`src/rtl/alu_defs_pkg.sv`:
```
// Shared ALU op codes, exec-unit FSM encodings and default datapath width.
package alu_defs;
  localparam int DEF_WIDTH = 32;

  localparam logic [3:0] OP_AND   = 4'b0000;
  localparam logic [3:0] OP_OR    = 4'b0001;
  localparam logic [3:0] OP_ADD   = 4'b0010;
  localparam logic [3:0] OP_SUB   = 4'b0110;
  localparam logic [3:0] OP_SLT   = 4'b0111;
  localparam logic [3:0] OP_MULTU = 4'b1000;
  localparam logic [3:0] OP_NOR   = 4'b1100;

  typedef enum logic [1:0] {
    ST_IDLE = 2'd0,
    ST_MUL  = 2'd1,
    ST_FIN  = 2'd2
  } state_e;
endpackage

```
`src/rtl/mul_shift_add.sv`:
```
// Unsigned shift-add multiplier core: one partial product per step, WIDTH steps.
module mul_shift_add
  import alu_defs::*;
#(
  parameter int WIDTH = DEF_WIDTH,
  parameter int CNT_W = 6
) (
  input  logic               clk,
  input  logic               rst,
  input  logic               load,
  input  logic               step,
  input  logic [WIDTH-1:0]   mcand_in,
  input  logic [WIDTH-1:0]   mplier_in,
  output logic [2*WIDTH-1:0] acc_nxt,
  output logic               last
);
  logic [WIDTH-1:0]   mcand_q,  mcand_d;
  logic [WIDTH-1:0]   mplier_q, mplier_d;
  logic [2*WIDTH-1:0] acc_q,    acc_d;
  logic [CNT_W-1:0]   cnt_q,    cnt_d;
  logic [WIDTH:0]     sum;

  // Add into the upper half with carry, then shift the carry back into bit 2W-1.
  always_comb begin
    sum     = {1'b0, acc_q[2*WIDTH-1:WIDTH]} + (mplier_q[0] ? {1'b0, mcand_q} : '0);
    acc_nxt = {sum, acc_q[WIDTH-1:1]};
    last    = (cnt_q == CNT_W'(WIDTH - 1));
  end

  always_comb begin
    mcand_d  = mcand_q;
    mplier_d = mplier_q;
    acc_d    = acc_q;
    cnt_d    = cnt_q;
    if (load) begin
      mcand_d  = mcand_in;
      mplier_d = mplier_in;
      acc_d    = '0;
      cnt_d    = '0;
    end else if (step) begin
      mplier_d = mplier_q >> 1;
      acc_d    = acc_nxt;
      cnt_d    = cnt_q + 1'b1;
    end
  end

  always_ff @(posedge clk) begin
    if (rst) begin
      mcand_q  <= '0;
      mplier_q <= '0;
      acc_q    <= '0;
      cnt_q    <= '0;
    end else begin
      mcand_q  <= mcand_d;
      mplier_q <= mplier_d;
      acc_q    <= acc_d;
      cnt_q    <= cnt_d;
    end
  end
endmodule

```
`src/rtl/alu_exec_unit.sv`:
```
// ALU execute stage: single-cycle logic/arith ops plus a multi-cycle MULTU producing Hi/Lo.
module alu_exec_unit
  import alu_defs::*;
#(
  parameter int WIDTH = DEF_WIDTH,
  parameter int CNT_W = 6
) (
  input  logic             clk,
  input  logic             rst,
  input  logic             start,
  input  logic [3:0]       Alu_Signal,
  input  logic [WIDTH-1:0] A,
  input  logic [WIDTH-1:0] B,
  output logic             busy,
  output logic             done,
  output logic [WIDTH-1:0] Result,
  output logic             Zero,
  output logic [WIDTH-1:0] Hi,
  output logic             bad_op
);
  state_e             state_q, state_d;
  logic               busy_q, busy_d, done_q, done_d, zero_q, zero_d, bad_q, bad_d;
  logic [WIDTH-1:0]   result_q, result_d, hi_q, hi_d;
  logic [WIDTH-1:0]   alu_res;
  logic               alu_ok, mul_load, mul_step, mul_last;
  logic [2*WIDTH-1:0] mul_nxt;

  mul_shift_add #(.WIDTH(WIDTH), .CNT_W(CNT_W)) u_mul (
    .clk       (clk),
    .rst       (rst),
    .load      (mul_load),
    .step      (mul_step),
    .mcand_in  (A),
    .mplier_in (B),
    .acc_nxt   (mul_nxt),
    .last      (mul_last)
  );

  always_comb begin
    alu_res = '0;
    alu_ok  = 1'b1;
    case (Alu_Signal)
      OP_AND:  alu_res = A & B;
      OP_OR:   alu_res = A | B;
      OP_ADD:  alu_res = A + B;
      OP_SUB:  alu_res = A - B;
      OP_SLT:  alu_res = {{(WIDTH-1){1'b0}}, $signed(A) < $signed(B)};
      OP_NOR:  alu_res = ~(A | B);
      default: alu_ok  = 1'b0;
    endcase
  end

  always_comb begin
    state_d  = state_q;
    busy_d   = busy_q;
    done_d   = 1'b0;
    result_d = result_q;
    zero_d   = zero_q;
    hi_d     = hi_q;
    bad_d    = bad_q;
    mul_load = 1'b0;
    mul_step = 1'b0;
    case (state_q)
      ST_IDLE: if (start) begin
        if (Alu_Signal == OP_MULTU) begin
          mul_load = 1'b1;
          busy_d   = 1'b1;
          state_d  = ST_MUL;
        end else begin
          result_d = alu_ok ? alu_res : '0;
          zero_d   = alu_ok ? (alu_res == '0) : 1'b1;
          bad_d    = ~alu_ok;
          done_d   = 1'b1;
        end
      end
      // Product is captured on the final step's edge so done is visible
      // during FIN, giving start->done latency of WIDTH+1.
      ST_MUL: begin
        mul_step = 1'b1;
        if (mul_last) begin
          result_d = mul_nxt[WIDTH-1:0];
          hi_d     = mul_nxt[2*WIDTH-1:WIDTH];
          zero_d   = (mul_nxt[WIDTH-1:0] == '0);
          bad_d    = 1'b0;
          done_d   = 1'b1;
          busy_d   = 1'b0;
          state_d  = ST_FIN;
        end
      end
      ST_FIN:  state_d = ST_IDLE;
      default: state_d = ST_IDLE;
    endcase
  end

  always_ff @(posedge clk) begin
    if (rst) begin
      state_q  <= ST_IDLE;
      busy_q   <= 1'b0;
      done_q   <= 1'b0;
      result_q <= '0;
      zero_q   <= 1'b1;
      hi_q     <= '0;
      bad_q    <= 1'b0;
    end else begin
      state_q  <= state_d;
      busy_q   <= busy_d;
      done_q   <= done_d;
      result_q <= result_d;
      zero_q   <= zero_d;
      hi_q     <= hi_d;
      bad_q    <= bad_d;
    end
  end

  assign busy   = busy_q;
  assign done   = done_q;
  assign Result = result_q;
  assign Zero   = zero_q;
  assign Hi     = hi_q;
  assign bad_op = bad_q;
endmodule

```
`config.mk`:
```
export PLATFORM = sky130hd
export DESIGN_NAME = alu_exec_unit
export DESIGN_NICKNAME = d
export VERILOG_FILES = /design/src/rtl/alu_defs_pkg.sv /design/src/rtl/mul_shift_add.sv /design/src/rtl/alu_exec_unit.sv
export SDC_FILE = /design/constraint.sdc
export NUM_CORES = 1
export LEC_CHECK = 0
export CAP_MARGIN = 20
export CORE_AREA = 2 2 170 172
export CTS_CLUSTER_SIZE = 25
export DETAILED_ROUTE_END_ITERATION = 7
export DIE_AREA = 0 0 172 174
export HOLD_SLACK_MARGIN = 0.15
export MAX_ROUTING_LAYER = met4
export PLACE_DENSITY_LB_ADDON = 0.25
export SYNTH_ARGS = -nofsm -noshare
export SYNTH_HDL_FRONTEND = slang
export SYNTH_SLANG_ARGS = --single-unit
export TNS_END_PERCENT = 30
```
`constraint.sdc`:
```
create_clock -name clk -period 4.6 [get_ports clk]
set_input_delay 0.92 -clock clk [delete_from_list [all_inputs] [get_ports clk]]
set_output_delay 0.92 -clock clk [all_outputs]
set_load 0.02 [all_outputs]
```
---- After elaboration in Yosys (flattened, before gate mapping) ----
Index checks and enable logic that the tools add are counted.
operators by class
  divide/modulo/power cells ............... 0
  $mul .................................... 0
  eq/ne operators ......................... 12
  $lt $le $gt $ge ......................... 1
  bitwise gates (word level) .............. 4
  $add $sub $neg .......................... 4
  reductions and logical operators ........ 12
  shift operators ......................... 0
  mux-type cells .......................... 34
operator list
  operator               count
  $mux W32               7
  $pmux W32 S6           1
  $logic_not A32 Y1      2
  $pmux W32 S2           1
  $add A32 B33 Y33       1
  $add A32 B32 Y32       1
  $and A32 B32 Y32       1
  $lt A32 B32 Y1         1
  $not A32 Y32           1
  $or A32 B32 Y32        1
  $sub A32 B32 Y32       1
  $mux W1                17
  $eq A4 B3 Y1 const B   2
  $eq A4 B4 Y1 const B   2
  $ne A2 B2 Y1 const B   4
  $pmux W1 S2            4
  $reduce_and A4 Y1      2
  $add A6 B1 Y6 const B  1
  $eq A6 B5 Y1 const B   1
  $mux W2                3
  $reduce_or A6 Y1       1
  $eq A4 B1 Y1 const B   1
  $eq A4 B2 Y1 const B   1
  $logic_not A4 Y1       1
  8 further kinds        9
word-level totals
  memory bits (writable) .................. 0
  input bits .............................. 71
  bits in registers ....................... 204
  logic and storage cells ................. 78
  output and inout port bits .............. 68
  ROM bits ................................ 0
  latch bits .............................. 0
  memories ................................ 0

---- Depth between registers and ports, before layout ----
Gate-level depths: netlist of run 1.
  word-level depth ........................ 8
  depth in mapped cells ................... 15
  depth with buffers taken out ............ 15

---- Cells and area by module ----
A second synthesis of run 1 with hierarchy kept.
second synthesis, totals
  cells, all modules ...................... 2,121
  area, all modules ....................... 16,194.3 um2
modules (own cells, without submodules)
  module         cells an instance  area each (um2)  sequential area each (um2)  instances
  alu_exec_unit  1,258              8,788.4          1,401.3                     1
  mul_shift_add  863                7,405.9          2,662.6                     1

---- Worst setup path after synthesis of run 1 ----
No wires, ideal clock.
  path kind ............................... in2reg
  from .................................... in A[0]
  to ...................................... reg zero_q, in the netlist Zero
  library setup time ...................... 0.084 ns
  buffers on the path ..................... 0
  data arrival time ....................... 3.895 ns
  cell stages on the path ................. 14
  path slack .............................. 0.621 ns
  data required time ...................... 4.516 ns
  cell sequence ........................... inv_1 ha_1 fa_1 o21bai_1 a221o_1 o22ai_1 o41ai_1 nor2_1 a2111oi_0 o21a_1 and4bb_1 nand4_1 or4_1 o31ai_2
between the ends
  word-level cells in the longest chain between the ends .. 8
  elaborated cells between the ends (all ways) .. 12
  classes of those cells .................. add/sub (2); order compare (1); mux (5); bitwise (3); reduce/logical (1)
ends and longest elaborated chain
  item                                                      line                  source
  from (decl)                                               alu_exec_unit.sv:12   input logic [WIDTH-1:0] A,
  branches (longest 2 deep; another with $sub A32 B32 Y32)  n/a
  $pmux W32 S6 (*)                                          alu_exec_unit.sv:42   case (Alu_Signal)
  $logic_not A32 Y1 (*)                                     alu_exec_unit.sv:71   zero_d = alu_ok ? (alu_res == '0) : 1'b1;
  $mux W1 (*)                                               alu_exec_unit.sv:71
  $mux W1 (*)                                               alu_exec_unit.sv:65   if (Alu_Signal == OP_MULTU) begin
  $mux W1 (*)                                               alu_exec_unit.sv:64   ST_IDLE: if (start) begin
  $pmux W1 S2 (*)                                           alu_exec_unit.sv:63   case (state_q)
  to (signal assigned)                                      alu_exec_unit.sv:109  zero_q <= zero_d;
  to (decl)                                                 alu_exec_unit.sv:22   logic busy_q, busy_d, done_q, done_d, zero_q, zero_d, bad_q, bad_d;
Every way passes the cells marked *. The select of a mux whose other input is x is not followed.
A chain may end at the register's enable or synchronous reset.

---- Final worst setup path of run 1 ----
  from .................................... in B[1]
  to ...................................... reg zero_q, in the netlist Zero
between the ends
  word-level cells in the longest chain between the ends .. 8
  elaborated cells between the ends (all ways) .. 12
  classes of those cells .................. add/sub (2); order compare (1); mux (5); bitwise (3); reduce/logical (1)
ends and longest elaborated chain
  item                                                      line                 source
  from (decl)                                               alu_exec_unit.sv:13  input logic [WIDTH-1:0] B,
  branches (longest 2 deep; another with $sub A32 B32 Y32)  n/a
  $pmux W32 S6 (*)                                          alu_exec_unit.sv:42
  $logic_not A32 Y1 (*)                                     alu_exec_unit.sv:71
  $mux W1 (*)                                               alu_exec_unit.sv:71
  $mux W1 (*)                                               alu_exec_unit.sv:65
  $mux W1 (*)                                               alu_exec_unit.sv:64
  $pmux W1 S2 (*)                                           alu_exec_unit.sv:63
Marks and branches as above.

==> reports/results.ini, run 1 <==
[min_path]
hold_class = reg2reg

[critical_path]
required_ns = 5.05
cp_top_family = simple AND/OR/NAND/NOR gates
slowest_stage = clkdlybuf4s50_1
path_class = in2reg
crit_top_cell = buf_4
path_buf_inv = 4
slowest_delay_ns = 0.60
critPathCaptureType = flip-flop
cp_max_fo = 4
worst_setup_path_start_kind = input pin
r2r_slack_ns = 0.54
crit_arrival_ns = 4.92
crit_chain = clkdlybuf4s50_1 > inv_1 > ha_1 > buf_4 > nand3_1 > a21oi_1 > nor4_4 > nor2_1 > buf_4 > nor4_1 > o22ai_1 > o211ai_1 > nor4_2 > nand4_1 > or4_1 > o31ai_2

[global_routing]
antenna_found_initial = 0
grt-ovfl-total = 0
grt_pass1_wl_um = 86800
grt_pass1_vias = 16356
use_met2_pct = 59.6
grt_max_degree = 75
use_met3_pct = 4.94
busiest_layer = met2
use_met1_pct = 48.5
track_usage_pct = 37.5

[logic_synthesis]
seq_area_frac_synth_pct = 26.8
synth_seq_cells = 203
ys_top_cells_by_area = dfxtp_1, ha_1, nand2_1
netlist_instances = 2078
yosysTopAreaCellShare_pct = 26.8
synth.avg_cell_area_sq_um = 7.30
syn_nets = 2293
synth_edf_count = 0
synth_area_sq_um = 15200
async_reset_ff_share_pct = 0
ys_types = 92
ys.flop_type = dfxtp_1
synth.largest_area_cell = dfxtp_1
yosysWarnings = 0

[clocking]
post_cts_buffers = 0
cts_buffers = 24
hold_buffers = 0
clkSinkCount = 203
clk_latency_ns = 0.54
cts_tree = built
clk_path_buf_depth = 3
cts_root_buf = clkbuf_16
clk_pin_slew_worst_paths_ns = 0.06
htreeDepth = 1

[cells_and_area]
mostFrequentLayoutCells = nand2_1, buf_4, a21oi_1
synthToLayoutAreaGrowth_pct = 30.4
antenna_cells = 0
drive_gt1_share_pct = 16.6
nFillCells = 2423
layout.nets = 2629
post-route-util_pct = 70.1
final_common_cell = nand2_1

[floorplanning]
start_util_pct = 53.8
chipWidth_um = 172
io_pins = 139
chipHeight_um = 174
coreArea_sq_um = 28200
row_count = 62
die-area_sq_um = 29900

[timing]
max_freq_ghz = 0.224
fin_crit_sh_pct = 97.1
max-slew-margin-rel_pct = 29.1
setup_viol = 0
slew_violations = 0
finalHoldViolations = 0
fin_skew_ns = 0.0110
tightest_slew_ns = 1.06
min_period_ns = 4.47
hold_ws_ns = 0.450

[run]
drv_cap = 0

[pwr]
power_density_nw_per_um2 = 267
total_power_w = 0.00529
vdd_drop_max_v = 0.000306
leakage_nw = 8.27

[drt]
vias = 17032
antenna_left = 0
drt-total-wl_um = 55400
wire_per_inst_um = 19.7
drt_pass1_iterations = 6
drc_errors = 0
vias_per_cell = 6.05
first_iter_violations = 1557

[outcome]
status = completed

[place]
place_congestion = 1.05
io_buffers = 138
dp_hpwl_um = 42800

-- timing repair --
| action | 4_1_cts | 5_1_grt |
|---|---|---|
| pin swaps | 0 | 3 |
| hold endpoints to repair | 0 | 0 |
| setup endpoints to repair | 1 | 1 |
| gates resized for setup | 1 | 15 |
-- power by group --
part,switching (W),leakage (nW),internal [W]
Clock,0.000814,0.422,0.00126
Sequential,0.0000168,1.64,0.00179
Combinational,0.000790,6.21,0.000624
-- final timing paths --
path | end | cells past startpoint | from
min reg2reg | u_mul.mcand_q[13] | 2 | u_mul.mcand_q[13]
min | u_mul.mcand_q[13] | 2 | u_mul.mcand_q[13]
max | Zero | 16 | B[1]
max reg2reg | Hi[25] | 15 | u_mul.mplier_q[0]
-- worst register-to-register path, stage by stage, from the launching register on --
cell	delay, ns
dfxtp_1	0.46
and2_1	0.24
ha_1	0.21
inv_1	0.08
fa_1	0.21
nor2b_1	0.07
o21a_1	0.18
o21ai_0	0.31
a211oi_1	0.14
nor3b_1	0.49
a211oi_1	0.22
o311ai_0	0.37
a21boi_0	0.17
o21ai_0	0.22
or3b_2	0.48
a21oi_1	0.14
-- registers in the layout (all words and copies together) (netlist names) --
register and cells:
Zero 1, u_mul.mplier_q 32, Hi 32, u_mul.cnt_q 6, done 1, bad_op 1, state_q 2, u_mul.acc_q 63
Result 32, u_mul.mcand_q 32, busy 1
-- cells in the mapped netlist, types with 10 or more instances --
cell type	instances
nand2_1	375
a21oi_1	264
dfxtp_1	203
nor2_1	145
ha_1	141
inv_1	110
clkbuf_1	94
o21ai_0	70
a22oi_1	63
and2_1	39
nor3_1	37
a21o_1	31
nand3_1	31
a211oi_1	28
o22ai_1	27
xnor2_1	25
buf_2	21
a311oi_1	17
buf_1	17
nand2b_1	17
nand4_1	16
o21a_1	16
or3_1	16
nor2b_1	15
nor4_1	14
o31ai_1	13
a31oi_1	12
o211ai_1	12
o21bai_1	11
a211o_1	10
and3_1	10
o22a_1	10
xor2_1	10
-- layout make-up --
class / count / area [sq um] / area share (%)
repair buffers: 445 / 3710 / 18.7
flip-flops and latches: 203 / 4060 / 20.5
well taps: 384 / 480 / 2.43
clock buffers: 31 / 667 / 3.37
clock inverters: 13 / 196 / 0.992
inverters: 110 / 413 / 2.09
multi-input cells: 1630 / 10300 / 51.9
-- through the flow --
step / cell area [sq um] / setup slack (ns) / std cells / TNS, ns
after floorplan: 15200 / 0.621 / 2078 / 0
after global placement: 18900 / -0.397 / 2772 / -0.543
after detailed placement: 18900 / -0.525 / 2772 / -1.12
after CTS: 19700 / 0.114 / 2816 / 0
after global routing: 19800 / -0.0476 / 2816 / -0.0476
final: 19800 / 0.134 / 2816 / 0
-- metal layers --
| layer | share of wire [%] | vias to the layer above | wire, um |
|---|---|---|---|
| met4 | 4.1 | 0 | 2280 |
| met3 | 7.5 | 160 | 4150 |
| met5 | 0 | - | 0 |
| met1 | 43 | 7999 | 23600 |
| met2 | 46 | 783 | 25400 |
| li1 | - | 8090 | - |
-- logic make-up after synthesis --
family,after synthesis,synth area share (%)
xor+xnor,35,2.02
fa+ha+maj,144,12.0
compound gates,691,30.1
simple gates,756,22.5
buf+inv,245,6.33
flops,203,26.8
mux,4,0.297
No activity file was read; power rests on OpenSTA's default activity.
==> inputs of run 2 (changes only) <==
- CORE_AREA: 2 2 170 172 -> 2 2 218 134
- DIE_AREA: 0 0 172 174 -> 0 0 220 136
- clock period: 4.6 -> 5 ns (I/O delays scaled with it)
==> run 2 against run 1 <==
Effect of this change: die area about the same; largest cell class unchanged; cell area is 5.2% lower; critical path depth shrank 1; largest power group unchanged; clock skew increased by 0.019 ns; register-to-register slack lost 0.19 ns; via count shrank 0.92%; sequential power shrank 8%.
==> reports/results.ini, run 2 (same netlist as run 1, synthesis figures left out) <==
[outcome]
status = completed  ; unchanged

[pwr]
leakage_nw = 7.65  ; was 8.27 nW
vdd_drop_max_v = 0.000257  ; was 0.000306 V
total_power_w = 0.00462  ; was 0.00529 W
power_density_nw_per_um2 = 246  ; was 267 nW/um^2

[clocking]
post_cts_buffers = 0  ; unchanged
hold_buffers = 0  ; unchanged
clk_path_buf_depth = 3  ; unchanged
htreeDepth = 1  ; unchanged
cts_tree = built  ; unchanged
clkSinkCount = 203  ; unchanged
cts_resized = 0  ; was 1
clk_latency_ns = 0.56  ; was 0.54 ns
cts_buffers = 22  ; was 24
cts_root_buf = clkbuf_16  ; unchanged
clk_pin_slew_worst_paths_ns = 0.06  ; about the same

[critical_path]
required_ns = 5.47  ; was 5.05 ns
path_class = in2reg  ; unchanged
rr_startpoint = u_mul.mplier_q[0]  ; unchanged
cp_max_fo = 6  ; was 4
crit_arrival_ns = 5.17  ; was 4.92 ns
critPathCaptureType = flip-flop  ; unchanged
critPathLaunch = B[2]  ; was B[1]
worst_setup_path_start_kind = input pin  ; unchanged

[timing]
fin_crit_sh_pct = 93.9
min_period_ns = 4.69
finalHoldViolations = 0  ; unchanged
hold_ws_ns = 0.451  ; was 0.450 ns
setup_viol = 0  ; unchanged
tightest_slew_ns = 1.06  ; about the same
slew_violations = 0  ; unchanged
max-slew-margin-rel_pct = 28.3  ; was 29.1%
max_freq_ghz = 0.213
rsz0062_at_grt = no
fin_skew_ns = 0.0298  ; was 0.0110 ns

[floorplanning]
row_count = 48  ; was 62
coreArea_sq_um = 28100  ; was 28,200 sq um
io_pins = 139  ; unchanged
die-area_sq_um = 29900  ; about the same
chipHeight_um = 136  ; was 174 um
chipWidth_um = 220  ; was 172 um
start_util_pct = 54.0  ; was 53.8%

[min_path]
hold_class = reg2reg  ; unchanged
hold_path.startpoint = u_mul.mcand_q[30]  ; was u_mul.mcand_q[13]

[cells_and_area]
synthToLayoutAreaGrowth_pct = 23.7  ; was 30.4%
instances_no_fill = 2693  ; was 2,816
layout.nets = 2516  ; was 2,629
drive_gt1_share_pct = 11.9  ; was 16.6%
final_common_cell = nand2_1  ; unchanged
mostFrequentLayoutCells = nand2_1, a21oi_1, dfxtp_1  ; was nand2_1, buf_4, a21oi_1
fin_area_sq_um = 18800  ; was 19,800 sq um
largest_reg_flops = 63  ; unchanged
max_flop_register = u_mul.acc_q  ; unchanged

[place]
dpl_cell_area_sq_um = 18000  ; was 18,900 sq um
io_buffers = 138  ; unchanged
dp_hpwl_um = 44500  ; was 42,800 um
place_inst = 2652  ; was 2,772
place_congestion = 1.04  ; was 1.05

[drt]
wire_per_inst_um = 21.7  ; was 19.7 um
vias_per_cell = 6.27  ; was 6.05
antenna_left = 0  ; unchanged
drc_errors = 0  ; unchanged
vias = 16875  ; was 17,032
drt-total-wl_um = 58500  ; was 55,400 um
first_iter_violations = 1967  ; was 1,557
drt_pass1_iterations = 6  ; unchanged

[global_routing]
use_met3_pct = 9.69  ; was 4.94%
use_met2_pct = 53.9  ; was 59.6%
grt_pass1_vias = 15417  ; was 16,356
track_usage_pct = 39.1  ; was 37.5%
grt-ovfl-total = 0  ; unchanged
grt_pass1_wl_um = 87700  ; was 86,800 um
grt_max_degree = 63  ; was 75
busiest_layer = met1  ; was met2
antenna_found_initial = 3  ; was 0
use_met1_pct = 56.3  ; was 48.5%

[run]
drv_cap = 0  ; unchanged

==> run 2: cell types whose count changed in the layout (fill, tap and decap cells not counted), moves of 2 or more <==
cell        before  now
a211oi_1        26   28
clkbuf_16       24   22
clkinvlp_4       1    3
diode_2          0    3
bufinv_16        4    2
a211oi_2         2    0
buf_4          306  194
==> run 2: path summary, 6_finish.rpt <==
kind	to	slack, ns	cells past startpoint
worst max-delay path	Zero	0.31	15
worst max register to register	u_mul.acc_q[60]	0.35	14
worst min register to register	u_mul.mcand_q[30]	0.45	2
worst min-delay path	u_mul.mcand_q[30]	0.45	2
==> run 2: final cells by class <==
class / instances / area (sq um)
Multi-Input combinational cell: 1630 / 10200
Fill cell: 2404 / 9330
Sequential cell: 203 / 4060
Timing Repair Buffer: 334 / 2890
Clock buffer: 27 / 599
Tap cell: 375 / 469
Inverter: 110 / 413
Clock inverter: 11 / 149
Antenna cell: 3 / 7.51
==> run 2: metrics by stage <==
stage	utilization, %	TNS, ns	setup WS (ns)
finish	66.8	0	0.305
global route	66.8	0	0.00421
CTS	66.8	0	0.440
detailed placement	64.1	-0.110	-0.110
global placement	64.1	0	0.00838
floorplan	-	0	0.941
==> run 2: per-layer routing <==
layer | vias to the layer above | share of wire (%)
li1 | 7874 | -
met1 | 7904 | 45
met2 | 985 | 40
met3 | 112 | 12
met4 | 0 | 2.7
met5 | - | 0
==> run 2: power breakdown <==
part | internal [W] | switching [W]
clock network | 0.000968 | 0.000752
logic | 0.000499 | 0.000738
registers | 0.00164 | 0.0000178
total | 0.00311 | 0.00151
==> run 2: critical path: stages <==
cell,delay [ns]
clkdlybuf4s50_1,0.51
inv_1,0.08
ha_1,0.35
a21oi_1,0.32
a21oi_1,0.13
buf_4,0.16
nor4_2,0.45
nor4b_1,0.18
o21ai_0,0.25
o211ai_1,0.12
a22o_1,0.28
a211oi_1,0.30
nand4_1,0.26
or4_1,0.54
o31ai_2,0.22
